<file path="src/rtl/sobel_filter.sv">
// Streaming 3x3 Sobel edge detector: two line buffers, a 3x3 window, and a
// registered |Gx|+|Gy| output. Define SOBEL_THRESH_EN to binarize against THRESHOLD.
module sobel_filter #(
    parameter int ROW_WIDTH  = 64,
    parameter int HEIGHT     = 64,
    parameter int DATA_WIDTH = 8,
    parameter int THRESHOLD  = 128
) (
    input  logic                  clk,
    input  logic                  rst,
    input  logic                  recv_data,
    input  logic [DATA_WIDTH-1:0] pixel,
    output logic [10:0]           gradient,
    output logic                  gradient_valid
);

    localparam int CW = $clog2(ROW_WIDTH);
    localparam int RW = $clog2(HEIGHT);
    localparam int SW = DATA_WIDTH + 4;

    logic [RW-1:0]         row;
    logic [CW-1:0]         col;
    logic [DATA_WIDTH-1:0] lb_a [ROW_WIDTH];
    logic [DATA_WIDTH-1:0] lb_b [ROW_WIDTH];
    logic [DATA_WIDTH-1:0] win  [3][3];
    logic [DATA_WIDTH-1:0] nxt  [3][3];

    logic                 last_col;
    logic                 last_row;
    logic                 win_done;
    logic signed [SW-1:0] gx;
    logic signed [SW-1:0] gy;
    logic [SW-1:0]        abs_x;
    logic [SW-1:0]        abs_y;
    logic [SW:0]          mag;
    logic [10:0]          result;

    function automatic logic signed [SW-1:0] ext(input logic [DATA_WIDTH-1:0] v);
        return $signed({4'b0000, v});
    endfunction

    assign last_col = (col == CW'(ROW_WIDTH - 1));
    assign last_row = (row == RW'(HEIGHT - 1));
    assign win_done = (row >= RW'(2)) && (col >= CW'(2));

    always_ff @(posedge clk) begin
        if (!rst) begin
            row <= '0;
            col <= '0;
        end else if (recv_data) begin
            if (last_col) begin
                col <= '0;
                row <= last_row ? '0 : row + 1'b1;
            end else begin
                col <= col + 1'b1;
            end
        end
    end

    // Storage is never cleared; the row/col gating keeps stale contents out of results.
    always_ff @(posedge clk) begin
        if (rst && recv_data) begin
            lb_b[col] <= lb_a[col];
            lb_a[col] <= pixel;
            for (int i = 0; i < 3; i++) begin
                for (int j = 0; j < 3; j++) begin
                    win[i][j] <= nxt[i][j];
                end
            end
        end
    end

    // The window as it will look after this accept, so the result registers on the same edge.
    always_comb begin
        for (int i = 0; i < 3; i++) begin
            nxt[i][0] = win[i][1];
            nxt[i][1] = win[i][2];
            nxt[i][2] = '0;
        end
        nxt[0][2] = lb_b[col];
        nxt[1][2] = lb_a[col];
        nxt[2][2] = pixel;
    end

    always_comb begin
        gx = (ext(nxt[0][2]) + (ext(nxt[1][2]) <<< 1) + ext(nxt[2][2]))
           - (ext(nxt[0][0]) + (ext(nxt[1][0]) <<< 1) + ext(nxt[2][0]));
        gy = (ext(nxt[2][0]) + (ext(nxt[2][1]) <<< 1) + ext(nxt[2][2]))
           - (ext(nxt[0][0]) + (ext(nxt[0][1]) <<< 1) + ext(nxt[0][2]));
        abs_x = gx[SW-1] ? SW'(-gx) : SW'(gx);
        abs_y = gy[SW-1] ? SW'(-gy) : SW'(gy);
        mag   = {1'b0, abs_x} + {1'b0, abs_y};
`ifdef SOBEL_THRESH_EN
        result = (mag > (SW+1)'(THRESHOLD)) ? 11'h7FF : 11'h000;
`else
        result = (mag > (SW+1)'(2047)) ? 11'h7FF : 11'(mag);
`endif
    end

    always_ff @(posedge clk) begin
        if (!rst) begin
            gradient       <= '0;
            gradient_valid <= 1'b0;
        end else begin
            gradient_valid <= recv_data && win_done;
            if (recv_data && win_done) begin
                gradient <= result;
            end
        end
    end

endmodule

</file>
<file path="config.mk">
export PLATFORM = sky130hd
export DESIGN_NAME = sobel_filter
export DESIGN_NICKNAME = d
export VERILOG_FILES = /design/src/rtl/sobel_filter.sv
export SDC_FILE = /design/constraint.sdc
export NUM_CORES = 1
export LEC_CHECK = 0
export ABC_AREA = 1
export BUFFER_PORTS_ARGS = -buffer_cell sky130_fd_sc_hd__buf_2
export CAP_MARGIN = 0
export CELL_PAD_IN_SITES_DETAIL_PLACEMENT = 0
export CELL_PAD_IN_SITES_GLOBAL_PLACEMENT = 1
export CORE_MARGIN = 2
export CORE_UTILIZATION = 40
export DETAILED_ROUTE_END_ITERATION = 10
export PLACE_DENSITY = 0.62
export SLEW_MARGIN = 20
export SYNTH_ARGS = -nofsm -noshare
export SYNTH_HDL_FRONTEND = slang
export SYNTH_SLANG_ARGS = --single-unit
</file>
<file path="constraint.sdc">
create_clock -name clk -period 10.2 [get_ports clk]
set_clock_uncertainty 0.15 [all_clocks]
set_input_delay 1.02 -clock clk [delete_from_list [all_inputs] [get_ports clk]]
set_output_delay 1.02 -clock clk [all_outputs]
set_load 0.005 [all_outputs]
</file>
Word level (Yosys, flattened, before mapping)
Memories as Yosys holds them, arrays and structs flattened. A register that Yosys moved wholly into a read port is not among the register bits.
Cells that the tools add are included.
{"block": "op_classes", "n_addsub": 15, "mul": 0, "div": 0, "magnitude_cmp": 3, "n_eq_ne": 2, "shift": 0, "muxes": 11, "bitwise_logic": 0, "n_reduce_logical": 4}
{"cell": "10-bit by 8-bit adder with 11-bit output", "count": 4}
{"cell": "8-bit by 9-bit adder with 10-bit output", "count": 4}
{"cell": "6-bit two-way mux", "count": 6}
{"cell": "12-bit two-way mux", "count": 2}
{"cell": "12-bit negation", "count": 2}
{"cell": "11-bit by 11-bit subtractor with 12-bit output", "count": 2}
{"cell": "12-bit by 12-bit adder with 13-bit output", "count": 1}
{"cell": "13-bit by 11-bit greater-than comparator with 1-bit output (second input constant)", "count": 1}
{"cell": "6-bit by 1-bit adder with 6-bit output (second input constant)", "count": 2}
{"cell": "6-bit == test (second input constant)", "count": 2}
{"cell": "6-bit by 2-bit >= comparator with 1-bit output (second input constant)", "count": 2}
{"cell": "11-bit two-way mux", "count": 1}
{"cell": "1-bit logical AND", "count": 3}
{"cell": "1-bit two-way mux", "count": 2}
{"cell": "2-bit AND reduction", "count": 1}
{"block": "totals", "regBits": 24, "latch_bits": 0, "mem_bits_rw": 1096, "rom_bits": 0, "inputBits": 11, "out_inout_bits": 12, "elab_cells": 42, "n_memories": 3}
{"name": "lb_a", "words": 64, "word_bits": 8, "rd": 1, "rd_ports_with_merged_regs": 1, "write_ports": 1, "line": "23", "rtl": "logic [DATA_WIDTH-1:0] lb_a [ROW_WIDTH];"}
{"name": "lb_b", "words": 64, "word_bits": 8, "rd": 1, "rd_ports_with_merged_regs": 1, "write_ports": 1, "line": "24", "rtl": "logic [DATA_WIDTH-1:0] lb_b [ROW_WIDTH];"}
{"name": "win", "words": 3, "word_bits": 24, "rd": 3, "rd_ports_with_merged_regs": 0, "write_ports": 3, "line": "25", "rtl": "logic [DATA_WIDTH-1:0] win [3][3];"}

Logic depth before layout (Yosys ltp)
Gate-level depths: netlist of the first run.
{"block": "depth", "word_depth": 8, "mapped_depth": 41, "depth_no_buf": 38}

Worst setup path before layout of the first run
No wires, ideal clock.
{"block": "synth_timing", "path_kind": "reg2reg", "startpoint": "register (tool-made name)", "endpoint": "register gradient[5]", "setup_ns": 0.115, "arrival_time_ns": 6.348, "t_required_ns": 9.935, "slack_ns": 3.587, "stages_incl_launch_ff": 39, "n_path_buf": 5, "period_less_slack_ns": 6.613, "path_cell_list": "dfxtp_1 -> buf_6 -> buf_6 -> buf_12 -> buf_6 -> o21ai_0 -> nand3_1 -> nand2_1 -> a21oi_1 -> nand2_1 -> nand3_1 -> nand2_1 -> fa_1 -> inv_1 -> fa_1 -> inv_1 -> fa_1 -> ha_1 -> (+3 left out) -> nand2_1 -> nand3_1 -> nor2_1 -> nand2_1 -> nand2_1 -> nand2_1 -> nand2_1 -> inv_1 -> ha_1 -> a21oi_1 -> o21ai_0 -> a21oi_1 -> nand2_1 -> nand2_1 -> nand3_1 -> buf_2 -> nor2_1 -> nor2_1"}
{"element": "end signal: assignment", "line": "107", "rtl": "gradient <= result;"}
{"element": "end: declaration", "line": "13", "rtl": "output logic [10:0] gradient,"}

==> out/metrics.csv, run 1 <==
stage;metric;value;unit
pwr;leakagePower;19.2;nW
critical_path;endpoint_kind;register;
status;status;complete, no violations;
final_layout;layout_common_cells;1,072 x edfxtp_1, 1,018 x nand2_1, 551 x nand3_1;
clock_network;cts_tree;built;
routing;met1_length;61000;um
pwr;p_int;8.50;mW
global_routing;grt_pass1_vias;29700;
pwr;p_switching;4.17;mW
clock_network;ctsResizeCount;0;
routing;totalWireLength;135000;um
synth;synth_cells;4095;
floorplan;chipWidth;349;um
timing;fmax;122;MHz
final_layout;nets;4238;
critical_path;slowest_delay;0.74;ns
critical_path;reg2reg_depth;34;
clock_network;clk_latency;0.72;ns
timing;finalHoldViolations;0;
synth;yosysUniqueCellTypes;39;
floorplan;coreArea;118000;um2
final_layout;final_cells;5759;
run;cap_violations;0;
timing;rsz0062_at_grt;false;
final_layout;fillers;10800;
critical_path;cp_max_fo;64;
critical_path;critPathSlowestCell;buf_4;
global_routing;grt_overflow;0;
timing;worst_pin_slew;1.03;ns
pwr;ir_worst_vdd;0.329;mV
clock_network;path_clk_slew;0.06;ns
floorplan;num_rows;126;
critical_path;path_buf_inv;4;
floorplan;io_pins;23;
routing;drtPass1Iterations;6;
routing;antenna_left;0;
placement;gp_congestion;0.826;
placement;hpwl;77000;um
critical_path;cp-endpoint;gradient[1];
timing;setup_violations;0;
clock_network;cts_buffer_depth;3;
placement;dp.cells;5538;
hold_path;hold_start;win[1][2];
critical_path;crit_type;reg -> reg;
clock_network;cts_root_buf;clkbuf_16;
synth;synth_edf_count;1072;
critical_path;r2r_setup_slack;2.00;ns
timing;relSlewSlack;30.8;%
routing;drc;0;
clock_network;cts_buffers;118;
floorplan;initial_core_util;40.3;%
pwr;power_density;239;nW/um2
timing;period_share;80.4;%
pwr;clkPwrFrac;32.5;%
synth;async_flop_share;0;%
synth;yosys_warnings;0;
synth;synth.cell_area;47600;um2
routing;drt_iter0_drc;2819;
synth;ys.flop_type;edfxtp_1;
routing;via_per_inst;5.32;
global_routing;grt_pass1_wl;201000;um
clock_network;cts_hold_buf;0;
critical_path;cp_num_cells;34;
routing;num_vias;30700;
routing;dr.max_layer_used;met4;
timing;finalCriticalPeriod;8.20;ns
hold_path;hold_path.class;reg -> reg;
timing;fin_setup_tns;0;ns
pwr;p_sw_share;32.9;%
timing;finalMaxSlewViolations;0;
pwr;seqPwrFrac;40.0;%
floorplan;dieHeight;349;um
global_routing;antenna_found_initial;8;
floorplan;fp.dieArea;122000;um2
critical_path;crit_family;simple AND/OR/NAND/NOR gates;
final_layout;drive_above_1_share;8.03;%
critical_path;cp.arrival;8.64;ns
global_routing;grt.total_usage;22.3;%
critical_path;timing.critical_path.mode_cell;nand2_1;
critical_path;worstPathRequired;10.65;ns
synth;syn_area_per_cell;11.6;um2
timing;hold_ws;0.261;ns
final_layout;area_growth;11.4;%
critical_path;timing.rr.end;gradient[1];
clock_network;clock_sinks;1102;
pwr;combPwrFrac;27.5;%
routing;wl_per_cell;23.5;um
synth;ys_ff_latch;1102;
placement;io_buffers;22;
clock_network;postCtsSetupBuffers;0;
routing;wl_met3;7840;um
clock_network;cts_htree_levels;3;
synth;ys_seq_area_share;68.9;%
critical_path;start_kind;register;
global_routing;grt_max_degree;192;
routing;met2_wirelength;63300;um
final_layout;final_common_cell;edfxtp_1;
-- cell type report --
| cell class | instances | area [um2] | share of cell area (%) |
|---|---|---|---|
| Antenna cell | 1 | 2.50 | 0.00472 |
| Clock buffer | 138 | 3050 | 5.75 |
| Clock inverter | 82 | 632 | 1.19 |
| Inverter | 229 | 877 | 1.65 |
| Multi-Input combinational cell | 2537 | 12600 | 23.8 |
| Sequential cell | 1102 | 32800 | 61.9 |
| Tap cell | 1536 | 1920 | 3.63 |
| Timing Repair Buffer | 134 | 1090 | 2.05 |
-- sequential cells by signal, summed over array words and instances, names as in the netlist, named ones only --
signal,cells
lb_b,512
lb_a,512
gradient_valid,1
col,6
win,48
gradient,11
row,6
-- synth_stat cells (2+ instances only) --
cell      number  area (um2)
clkbuf_1      62         233
xnor2_1        7        61.3
nand3b_1       4        30.0
o21ai_1       25         125
nor2_1       322        1210
a21oi_1       94         470
nand3_1      551        2760
nand2_1     1026        3850
nand4_1       15        93.8
o22ai_1       91         569
o21ai_2        2        17.5
nor3_1         6        30.0
inv_1        222         833
buf_6         35         394
dfxtp_1       30         601
fa_1          63        1260
a21oi_2        2        17.5
buf_1          7        26.3
buf_4         20         150
o211ai_1      18         135
inv_2          6        22.5
edfxtp_1    1072       32200
o21bai_1       3        22.5
o21ai_0      238        1190
or2_2          3        18.8
ha_1          42         526
a31oi_1        2        12.5
xor2_1        14         123
buf_2        103         515
-- power by group through the flow --
stage               combinational, mW  sequential, mW  clock, mW
finish                           3.49            5.08       4.11
global route                     4.02            5.07       4.38
CTS                              3.52            5.07       4.20
detailed placement               3.50            5.17          0
global placement                 3.55            5.17          0
floorplan                        2.56            5.16          0
-- stage by stage --
stage	util (%)	instance area, um2	power (mW)	setup WS [ns]
after floorplan	-	47600	7.72	3.59
after global placement	41.8	49300	8.72	2.15
after detailed placement	41.8	49300	8.67	2.08
after CTS	44.9	53000	12.8	2.04
after global routing	44.9	53000	13.5	1.23
final	44.9	53000	12.7	2.00
-- worst min path at each step --
stage,end,cells after the start
floorplan,win[1][10],0
global placement,win[1][12],0
detailed placement,win[1][9],0
CTS,win[1][10],0
global route,win[1][10],0
finish,win[1][10],0
-- logic make-up (layout without fill, tap and decap cells) --
group	count (synthesis)	count (layout)	synth area share [%]
and+or+nand+nor	1930	1930	16.8
DFF	1102	1102	68.9
adders and majority gates	105	105	3.75
other	1	3	0.00788
AOI/OAI and AO/OA	479	479	5.47
buffers and inverters	457	583	4.63
xor gates and xnor gates	21	21	0.387
-- worst reg2reg max path: cells and delay by family (launching register included) --
kind	cells	cell delay (ns)
AO/OA/AOI/OAI	3	0.60
XOR/XNOR	1	0.20
adder cells (fa/ha/maj)	5	2.07
buffers and inverters	4	0.98
flip-flops	1	0.62
AND/OR/NAND/NOR	21	3.49
-- routing by layer --
layer | vias to the layer above | global-route usage, %
li1 | 14400 | -
met2 | 783 | 35.7
met5 | - | 0
met3 | 149 | 3.26
met1 | 15300 | 31.8
met4 | 0 | 6.01
No activity file was read; power rests on OpenSTA's default activity.
==> run 2, diff against run 1 <==
- clock period: 10.2 -> 7.9 ns (I/O delays scaled with it)
==> out/metrics.csv, run 2 (synthesized netlist as in run 1, its figures left out) <==
stage;metric;value;unit;change
status;status;complete, no violations;;
placement;hpwl;78800;um;+2.4%
final_layout;stdcell_area;53400;um2;+0.68%
floorplan;num_rows;126;;unchanged
floorplan;fp.dieArea;122000;um2;unchanged
global_routing;grt_pass1_vias;29900;;+0.60%
routing;num_vias;30800;;+0.50%
global_routing;grt_pass1_wl;201000;um;about the same
timing;fin_setup_tns;0;ns;unchanged
critical_path;slowest_delay;0.59;ns;-0.15 ns
critical_path;start_kind;register;;
routing;totalWireLength;136000;um;+0.29%
critical_path;critPathSlowestCell;o211ai_1;;
routing;antenna_left;0;;unchanged
critical_path;crit_type;reg -> reg;;
timing;relSlewSlack;32.6;%;+1.8 points
floorplan;chipWidth;349;um;unchanged
floorplan;io_pins;23;;unchanged
timing;setup_ws;0.549;ns;-1.45 ns
clock_network;cts_buffers;117;;-0.85%
global_routing;grt.total_usage;22.2;%;-0.053 points
clock_network;cts_tree;built;;
routing;via_per_inst;5.33;;about the same
floorplan;coreArea;118000;um2;unchanged
timing;setup_violations;0;;unchanged
final_layout;nets;4267;;+0.68%
routing;drc;0;;unchanged
pwr;ir_worst_vdd;0.430;mV;+31%
timing;fmax;136;MHz;+12%
pwr;power_density;308;nW/um2;+29%
clock_network;cts_root_buf;clkbuf_16;;
routing;wl_per_cell;23.4;um;-0.19%
critical_path;timing.critical_path.mode_cell;nand2_1;;
critical_path;cp.arrival;7.78;ns;-0.86 ns
clock_network;clk_latency;0.72;ns;about the same
critical_path;worstPathRequired;8.33;ns;-2.32 ns
critical_path;endpoint_kind;register;;
final_layout;final_common_cell;edfxtp_1;;
timing;finalMaxSlewViolations;0;;unchanged
timing;rsz0062_at_grt;false;;
global_routing;grt_max_degree;139;;-28%
final_layout;drive_above_1_share;8.31;%;+0.28 points
final_layout;layout_common_cells;1,072 x edfxtp_1, 1,017 x nand2_1, 550 x nand3_1;;
clock_network;path_clk_slew;0.06;ns;about the same
placement;io_buffers;22;;unchanged
critical_path;cp_max_fo;60;;-6.3%
final_layout;reg.largest.list;lb_a (512), lb_b (512), win (48);;
clock_network;cts_hold_buf;0;;unchanged
timing;worst_pin_slew;1.01;ns;-0.0240 ns
timing;period_share;93.0;%;+13 points
run;cap_violations;0;;unchanged
floorplan;dieHeight;349;um;unchanged
final_layout;area_growth;12.1;%;
pwr;leakagePower;19.4;nW;+0.86%
placement;gp_congestion;0.807;;-2.3%
placement;place_area;49600;um2;+0.66%
global_routing;antenna_found_initial;6;;-2
hold_path;hold_path.class;reg -> reg;;
floorplan;initial_core_util;40.3;%;unchanged
placement;pre_cts_slack;0.286;ns;-1.79 ns
global_routing;grt_overflow;0;;unchanged
timing;finalCriticalPeriod;7.35;ns;-0.846 ns
routing;drtPass1Iterations;6;;unchanged
timing;hold_ws;0.271;ns;+0.0102 ns
routing;drt_iter0_drc;2754;;-2.3%
clock_network;cts_buffer_depth;3;;unchanged
pwr;power;16.4;mW;+30%
timing;finalHoldViolations;0;;unchanged
clock_network;cts_htree_levels;3;;unchanged
clock_network;clock_sinks;1102;;unchanged
run 2: layout make-up:
type                            count  area, um2
Antenna cell                        1       2.50
Clock buffer                      152       3120
Clock inverter                     66        503
Fill cell                       10900      64700
Inverter                          229        895
Multi-Input combinational cell   2537      12600
Sequential cell                  1102      32800
Tap cell                         1536       1920
Timing Repair Buffer              164       1470
run 2: final timing paths:
kind,start,cells past startpoint,to,slack [ns]
min reg2reg,win[1][1],0,win[1][9],0.27
min,win[1][1],0,win[1][9],0.27
max,register,38,gradient[3],0.55
max reg2reg,register,38,gradient[3],0.55
run 2: stage by stage:
stage	utilization (%)	std cells
6_report	45.2	5787
5_1_grt	45.2	5786
3_5_place_dp	42.0	5565
2_1_floorplan	-	4096
3_3_place_gp	42.0	5565
4_1_cts	45.1	5783
run 2: repair_timing:
item,in CTS,in global routing
buffers inserted,0,2
resized for setup,0,10
setup endpoints to repair,0,11
run 2: metal layers:
layer  global-route usage (%)  up-vias  part of all wire [%]
li1                         -    14400                     -
met1                     32.3    15500                    46
met2                     35.6      774                    47
met3                     2.36      160                   4.8
met4                     6.04        0                   2.4
met5                        0        -                     0
run 2: report_power, final:
group	switching [mW]	leakage, nW	internal (mW)
combinational	3.12	7.72	1.51
sequential	0.0166	9.90	6.53
clock	2.27	1.76	3.00
run 2: worst max-delay path: cells and delay by family, from the launching register on:
kind	cells	cell delay (ns)
AND/OR/NAND/NOR	21	2.12
adder cells (fa/ha/maj)	5	2.08
buffers and inverters	8	1.07
AO/OA/AOI/OAI	3	1.01
flip-flops	1	0.51
XOR/XNOR	1	0.18
